### config.mk
export PLATFORM = sky130hd
export DESIGN_NAME = pci_bus_arbiter
export DESIGN_NICKNAME = d
export VERILOG_FILES = /design/src/rtl/pci_bus_arbiter.sv
export SDC_FILE = /design/constraint.sdc
export NUM_CORES = 1
export LEC_CHECK = 0
export ABC_CLOCK_PERIOD_IN_PS = 4000
export CORE_MARGIN = 5
export CORE_UTILIZATION = 55
export CTS_CLUSTER_DIAMETER = 40
export DETAILED_ROUTE_END_ITERATION = 12
export HOLD_SLACK_MARGIN = 0.06
export PLACE_DENSITY_LB_ADDON = 0.15
export SYNTH_ARGS = -nofsm -noshare
export SYNTH_HDL_FRONTEND = slang
export SYNTH_SLANG_ARGS = --single-unit
### constraint.sdc
create_clock -name CLK -period 4 [get_ports CLK]
set_input_delay 1.2 -clock CLK [delete_from_list [all_inputs] [get_ports CLK]]
set_output_delay 1.2 -clock CLK [all_outputs]
set_load 0.05 [all_outputs]
### src/rtl/pci_bus_arbiter.sv
// Central round-robin arbiter for a shared PCI bus. It parks the bus on a default master,
// arbitrates hidden behind the current transaction, and only observes FRAME/IRDY.
module pci_bus_arbiter #(
    parameter int NUM_MASTERS   = 4,
    parameter int PARK_MASTER   = 0,
    parameter int GRANT_TIMEOUT = 16
) (
    input  logic                   CLK,
    input  logic                   REST,
    input  logic [NUM_MASTERS-1:0] REQ,
    input  logic                   FRAME,
    input  logic                   IRDY,
    output logic [NUM_MASTERS-1:0] GNT,
    output logic [2:0]             OWNER,
    output logic                   BUS_IDLE
);

    typedef enum logic [1:0] {
        ST_PARK,
        ST_GRANT,
        ST_BUSY,
        ST_SWITCH
    } state_t;

    localparam logic [2:0]             PARK_IDX = 3'(PARK_MASTER);
    localparam logic [2:0]             LAST_IDX = 3'(NUM_MASTERS - 1);
    localparam logic [7:0]             TMAX     = 8'(GRANT_TIMEOUT - 1);
    localparam logic [3:0]             NM4      = 4'(NUM_MASTERS);
    localparam logic [NUM_MASTERS-1:0] ONE_HOT0 = NUM_MASTERS'(1);
    localparam logic [NUM_MASTERS-1:0] ALL_OFF  = '1;

    state_t                   state_q, state_d;
    logic [2:0]               owner_q, owner_d;
    logic [2:0]               rrPtr_q, rrPtr_d;
    logic [7:0]               timer_q, timer_d;
    logic [NUM_MASTERS-1:0]   gnt_q, gnt_d;
    logic                     busIdle_q;
    logic                     armed_q;

    logic [7:0]               reqAct;
    logic                     winValid;
    logic [2:0]               winIdx;
    logic                     otherReq;
    logic                     onlyOwner;
    logic                     ownerGranted;
    logic                     busStart;
    logic                     busEnd;

    function automatic logic [NUM_MASTERS-1:0] gntFor(input logic [2:0] who);
        gntFor = ~(ONE_HOT0 << who);
    endfunction

    function automatic logic [2:0] nextIdx(input logic [2:0] who);
        nextIdx = (who == LAST_IDX) ? 3'd0 : who + 3'd1;
    endfunction

    // Request decode and round-robin winner search starting at the priority pointer.
    always_comb begin
        logic [3:0] sum;
        reqAct                   = '0;
        reqAct[NUM_MASTERS-1:0]  = ~REQ;
        winValid                 = 1'b0;
        winIdx                   = '0;
        for (int k = 0; k < NUM_MASTERS; k++) begin
            sum = {1'b0, rrPtr_q} + 4'(k);
            if (sum >= NM4) begin
                sum = sum - NM4;
            end
            if (!winValid && reqAct[sum[2:0]]) begin
                winValid = 1'b1;
                winIdx   = sum[2:0];
            end
        end
        otherReq     = |(reqAct & ~(8'b1 << owner_q));
        onlyOwner    = reqAct[owner_q] && !otherReq;
        ownerGranted = (gnt_q == gntFor(owner_q));
        busStart     = !FRAME && busIdle_q && armed_q;
        busEnd       = FRAME && IRDY;
    end

    always_comb begin
        state_d = state_q;
        owner_d = owner_q;
        rrPtr_d = rrPtr_q;
        timer_d = timer_q;
        gnt_d   = gnt_q;
        case (state_q)
            ST_PARK: begin
                owner_d = PARK_IDX;
                gnt_d   = gntFor(PARK_IDX);
                if (busStart) begin
                    state_d = ST_BUSY;
                end else if (winValid && winIdx == PARK_IDX) begin
                    state_d = ST_GRANT;
                    timer_d = '0;
                end else if (winValid) begin
                    state_d = ST_SWITCH;
                    gnt_d   = ALL_OFF;
                end
            end
            ST_GRANT: begin
                if (busStart) begin
                    state_d = ST_BUSY;
                    timer_d = '0;
                    rrPtr_d = nextIdx(owner_q);
                end else if (!reqAct[owner_q]) begin
                    state_d = ST_SWITCH;
                    gnt_d   = ALL_OFF;
                    timer_d = '0;
                end else if (timer_q == TMAX) begin
                    state_d = ST_SWITCH;
                    gnt_d   = ALL_OFF;
                    timer_d = '0;
                    rrPtr_d = nextIdx(owner_q);
                end else begin
                    timer_d = timer_q + 8'd1;
                end
            end
            // A removed grant stays removed until the transaction ends.
            ST_BUSY: begin
                if (busEnd) begin
                    if (ownerGranted && onlyOwner) begin
                        state_d = ST_GRANT;
                        timer_d = '0;
                    end else begin
                        state_d = ST_SWITCH;
                        gnt_d   = ALL_OFF;
                    end
                end else if (otherReq) begin
                    gnt_d = ALL_OFF;
                end
            end
            ST_SWITCH: begin
                timer_d = '0;
                if (winValid) begin
                    state_d = ST_GRANT;
                    owner_d = winIdx;
                    gnt_d   = gntFor(winIdx);
                end else begin
                    state_d = ST_PARK;
                    owner_d = PARK_IDX;
                    gnt_d   = gntFor(PARK_IDX);
                end
            end
            default: begin
                state_d = ST_PARK;
                gnt_d   = ALL_OFF;
            end
        endcase
    end

    // Start detection needs a fresh idle sample after reset, hence the armed flag.
    always_ff @(posedge CLK or posedge REST) begin
        if (REST) begin
            state_q   <= ST_PARK;
            owner_q   <= PARK_IDX;
            rrPtr_q   <= '0;
            timer_q   <= '0;
            gnt_q     <= ALL_OFF;
            busIdle_q <= 1'b1;
            armed_q   <= 1'b0;
        end else begin
            state_q   <= state_d;
            owner_q   <= owner_d;
            rrPtr_q   <= rrPtr_d;
            timer_q   <= timer_d;
            gnt_q     <= gnt_d;
            busIdle_q <= FRAME & IRDY;
            armed_q   <= armed_q | (FRAME & IRDY);
        end
    end

    assign GNT      = gnt_q;
    assign OWNER    = owner_q;
    assign BUS_IDLE = busIdle_q;

endmodule

After elaboration in Yosys (flattened, before gate mapping) --
Cells that the tools add are included.
Operators by class: add/sub/neg operators 9, order comparisons 9, eq/ne operators 16, shift-type cells 3, muxes and demuxes 57, bitwise logic cells 7, reduce and logical (&&, ||, !) cells 24
Operators by type and width (count):
- two-way mux 8 bit | 7
- two-way mux 3 bit | 13
- case mux 8 bit (4 select lines) | 1
- two-way mux 4 bit | 7
- less-than comparator 3 x 4 -> 1 bit (second input constant) | 5
- two-way mux 2 bit | 8
- case mux 4 bit (4 select lines) | 1
- binary-select mux 1 bit (select 3 bit) | 5
- two-way mux 1 bit | 13
- greater-or-equal comparator 4 x 3 -> 1 bit (second input constant) | 3
- inverter 4 bit | 3
- subtractor 3 bit (second input constant) | 4
- inequality test 2 bit (second input constant) | 5
- logical AND 1 bit | 9
- inequality test 3 bit (second input constant) | 3
- adder 3 x 2 -> 4 bit (second input constant) | 2
- adder 8 x 1 -> 8 bit (second input constant) | 1
- bitwise AND 4 x 8 -> 8 bit | 1
- == test 8 x 4 -> 1 bit (second input constant) | 1
- inequality test 4 bit (second input constant) | 2
- inverter 8 bit | 1
- case mux 2 bit (4 select lines) | 1
- AND reduction 4 bit | 2
- OR reduction 8 bit | 1
- 17 further kinds | 26
Word-level totals: register bits after elaboration 22, input bits 8, output and inout bits 8, word-level logic and storage cells 132

Logic depth before layout (Yosys ltp) --
word-level depth 19, gate-level depth with buffers 11, mapped depth without buffers 9

Worst setup path after synthesis --
No wires, ideal clock.
path type input to register, from in REQ[3], to reg timer_q[3], library setup time 121 ps, arrival time 3424 ps, required time 3879 ps, setup slack 455 ps, cell stages on the path 7, buffers on the path 0, cell sequence mux4_2 > or2_4 > or4_1 > o41a_1 > nor4b_4 > o21ai_0 > a22o_1
Between the ends: word-level cells in the longest chain between the ends 17, elaborated cells between the ends (all ways) 38, classes of those cells eq/ne: 2; mux: 21; bitwise: 2; reduce/logical: 13
RTL lines:
- from (decl) | RTL line 10 | input logic [NUM_MASTERS-1:0] REQ,
- inverter 4 bit (*) | RTL line 61 | reqAct[NUM_MASTERS-1:0] = ~REQ;
- binary-select mux 1 bit (select 3 bit) | RTL line 69 | if (!winValid && reqAct[sum[2:0]]) begin
- two-way mux 1 bit (implied by the code) | RTL line 69
- two-way mux 1 bit | RTL line 69
- zero test 1 bit | RTL line 69
- logical AND 1 bit | RTL line 69
- two-way mux 1 bit | RTL line 69
- zero test 1 bit | RTL line 69
- logical AND 1 bit | RTL line 69
- two-way mux 1 bit | RTL line 69
- zero test 1 bit | RTL line 69
- logical AND 1 bit | RTL line 69
- two-way mux 3 bit | RTL line 69
- zero test 3 bit | RTL line 93 | end else if (winValid && winIdx == PARK_IDX) begin
- logical AND 1 bit | RTL line 93
- inequality test 2 bit (no line)
- AND reduction 4 bit (no line)
- to (signal assigned) | RTL line 166 | timer_q <= timer_d;
- to (decl) | RTL line 35 | logic [7:0] timer_q, timer_d;
Mark *: on every way between the ends. The rest lies on a longest branch, timed or not. The select of a mux whose other input is x is not followed. A chain may end at the register's enable or synchronous reset.

Worst setup path after layout --
from in REQ[1], to reg timer_q[4]
The elaborated chain is that of the path after synthesis.

==> key figures <==
Worst setup path
  – CP arrival: approximately 4.1 ns
  – CP Launch Type: primary input
  – CP Class: in -> reg
  – RR Startpoint: rrPtr_q[0]
  – Capturing element type of the critical path: register
  – Critical Path RT: roughly 4.3 ns
  – CP Launch Point: REQ[1]
  – Critical-path maximum fanout: 8

Yosys
  – Largest cells by area after synthesis: dfrtp_1 24%, ha_1 8.4%, dfstp_2 7.3%
  – Synth Cell Area: around 1800 um2
  – EDFF count, synth: 0
  – FF+latch count, synth: 22
  – Async SR Flop Fraction: 1.00
  – Top cells by count, synth: 23 x nand2_1, 18 x o21ai_0, 17 x dfrtp_1
  – Synth area leader: dfrtp_1
  – YS warnings: 0
  – Synth cell types: between 40 and 50
  – Post-Syn Nets: 220
  – Commonest register cell after synthesis: dfrtp_1
  – Register area share after synthesis: 0.310
  – Yosys top cell area share: 0.237
  – Synthesized netlist cell count: 200
  – Most common cell in the synthesized netlist: nand2_1
  – Syn avg cell area: about 9.0 um2

Drt
  – First drt pass iteration count: 5
  – Detail Route Antenna Nets: 0
  – Post-route DRC: 0
  – DR iter-0 viols: slightly below 60
  – Via/cell ratio: 5.93
  – Total Routed Length: between 3 and 4 mm
  – WL/cell: between 15 and 20 um
  – Routed vias: approximately 1600

Final layout
  – Net count, final: about 240
  – Layout cells sized above 1: 0.167
  – Filler instances: roughly 280
  – Fin util: 0.671
  – Design area: between 2000 and 2500 um2
  – Area Growth Syn to Fin: 16.0%
  – Non-Filler Instances: between 200 and 300
  – N_diodes: 0

Floorplanning
  – DIE AREA: ~4500 um2
  – Core area: 3100 um2
  – Die Y-Extent: 67.1 um
  – Rows: 20
  – Die W: 67.1 um
  – Initial Utilization: 0.579
  – Top Ports: 16

Clock network
  – CTS tree: built
  – Worst skew pair latency: 0.31 ns
  – Resized cells post-CTS: 0
  – Root Driver: clkbuf_4
  – CTS sink cnt: 22
  – Clk slew on worst S/H paths: between 0.1 and 0.15 ns
  – H-tree depth: 1
  – Clock buffer count from CTS: 3
  – Clk buf depth: 2
  – Post-CTS Hold Buffers: 0
  – Post-CTS setup buffers: 0

Power and ir drop
  – Static leakage: 0.886 nW
  – Pwr dens: ~750 nW/um2
  – Peak supply drop: ~550 uV

Timing
  – RSZ-0062 raised after global routing: no
  – Fin Hold WS: a little under 0.5 ns
  – Fmax: 0.258 GHz
  – Clk_skew: roughly 0.0074 ns
  – Worst-margin pin slew: 0.848 ns
  – Final Hold Fails: 0
  – Minimum clock period: about 3.9 ns
  – Period utilization: 0.970
  – Relative slew margins: 0.434
  – Setup Viol. Count Final: 0
  – Final Max Tran Viols: 0

Job
  – Maximum capacitance violations: 0

Place
  – Placer Congestion: between 0.8 and 0.9
  – Placed Cells: approximately 260
  – HPWL after detailed placement: between 3 and 4 mm
  – Number of port buffers: 15
  – Post-Place Cell Area: about 2000 um2

Global route
  – Grt total ovfl: 0
  – Number of global-route vias before repair: 1527
  – Largest net degree at the start of global routing: 23
  – All-Layer GR Usage: 0.184
  – Initial antenna violation count: 0
  – First-pass GRT wire length: 6.51 mm

Worst hold path
  – Hold_sp: armed_q
  – Hold/Removal Path Class: reg -> reg

Status
  – Status: complete, no violations
metrics by stage:
| stage | power, W | setup slack [ns] | setup TNS, ns |
|---|---|---|---|
| detailed placement | 0.00138 | -0.191 | -1.32 |
| CTS | 0.00156 | 0.149 | 0 |
| global placement | 0.00134 | -0.113 | -0.802 |
| finish | 0.00156 | 0.122 | 0 |
| floorplan | 0.00113 | 0.455 | 0 |
| global route | 0.00168 | 0.0659 | 0 |
report_power, final:
group	total (W)	leakage [nW]	internal (W)	switching (W)
sequential	0.000374	0.274	0.000293	0.0000809
clock	0.000174	0.0279	0.000101	0.0000724
combinational	0.00101	0.585	0.000442	0.000571
cell families (layout without fill, tap and decap cells):
| kind of cell | Yosys count | in the layout | share of synthesized area |
|---|---|---|---|
| DFF | 22 | 22 | 0.310 |
| muxes | 18 | 18 | 0.131 |
| AOI/OAI and AO/OA | 50 | 50 | 0.190 |
| xor gates and xnor gates | 2 | 2 | 0.00976 |
| adders and majority gates | 12 | 12 | 0.0836 |
| and+or+nand+nor | 76 | 76 | 0.229 |
| buffers and inverters | 20 | 41 | 0.0467 |
placed cells by master, fill, tap and decap left out, types with 2 or more instances in the layout:
cell	n
nand2_1	23
o21ai_0	18
dfrtp_1	17
clkdlybuf4s50_1	15
inv_1	14
nor2_1	12
ha_1	12
mux2_2	8
buf_4	8
mux2i_1	7
o211ai_1	6
nand3_1	6
nor3_1	6
dfstp_2	5
nand2b_1	5
o22ai_1	5
nor2b_1	5
or2_2	5
a21oi_1	4
a32oi_1	3
a22o_1	3
clkbuf_4	3
xnor2_1	2
nand3b_1	2
mux4_1	2
and2_1	2
a211o_1	2
registers in the layout (all words and copies together) (netlist names):
| register | flops |
|---|---|
| timer_q | 8 |
| GNT | 4 |
| OWNER | 3 |
| rrPtr_q | 3 |
| state_q | 2 |
| BUS_IDLE | 1 |
| armed_q | 1 |
layout make-up:
| cell class | instances | area (um2) | area share |
|---|---|---|---|
| Clock buffer | 3 | 22.5 | 0.0108 |
| Clock inverter | 1 | 30.0 | 0.0144 |
| Inverter | 14 | 52.6 | 0.0252 |
| Multi-Input combinational cell | 158 | 1150 | 0.555 |
| Sequential cell | 22 | 557 | 0.267 |
| Tap cell | 44 | 55.1 | 0.0264 |
| Timing Repair Buffer | 23 | 210 | 0.101 |
worst max-delay path, stage by stage:
cell and delay, ns:
clkdlybuf4s50_1 0.43, mux4_2 0.49, or2_4 0.24, or4_1 0.42
o41a_1 0.38, nor4b_4 0.45, or2_1 0.32, a22o_2 0.21
layer usage:
metal / up-vias / track usage / part of all wire
met3: 2 / 0.0250 / 0.045
met4: 0 / 0.0278 / 0.0015
met5: - / 0 / 0
li1: 769 / - / -
met1: 763 / 0.245 / 0.46
met2: 38 / 0.324 / 0.49
worst paths after layout:
kind                         endpoint  slack [ns]  cells after the start
max                        timer_q[4]        0.12                      8
min                           armed_q        0.48                      1
max reg2reg                timer_q[4]        0.81                      8
min reg2reg                   armed_q        0.48                      1
max in group asynchronous    OWNER[2]        2.13                      2
min in group asynchronous  timer_q[5]        1.34                      2
Note: power is estimated with default switching activity, not from simulation.
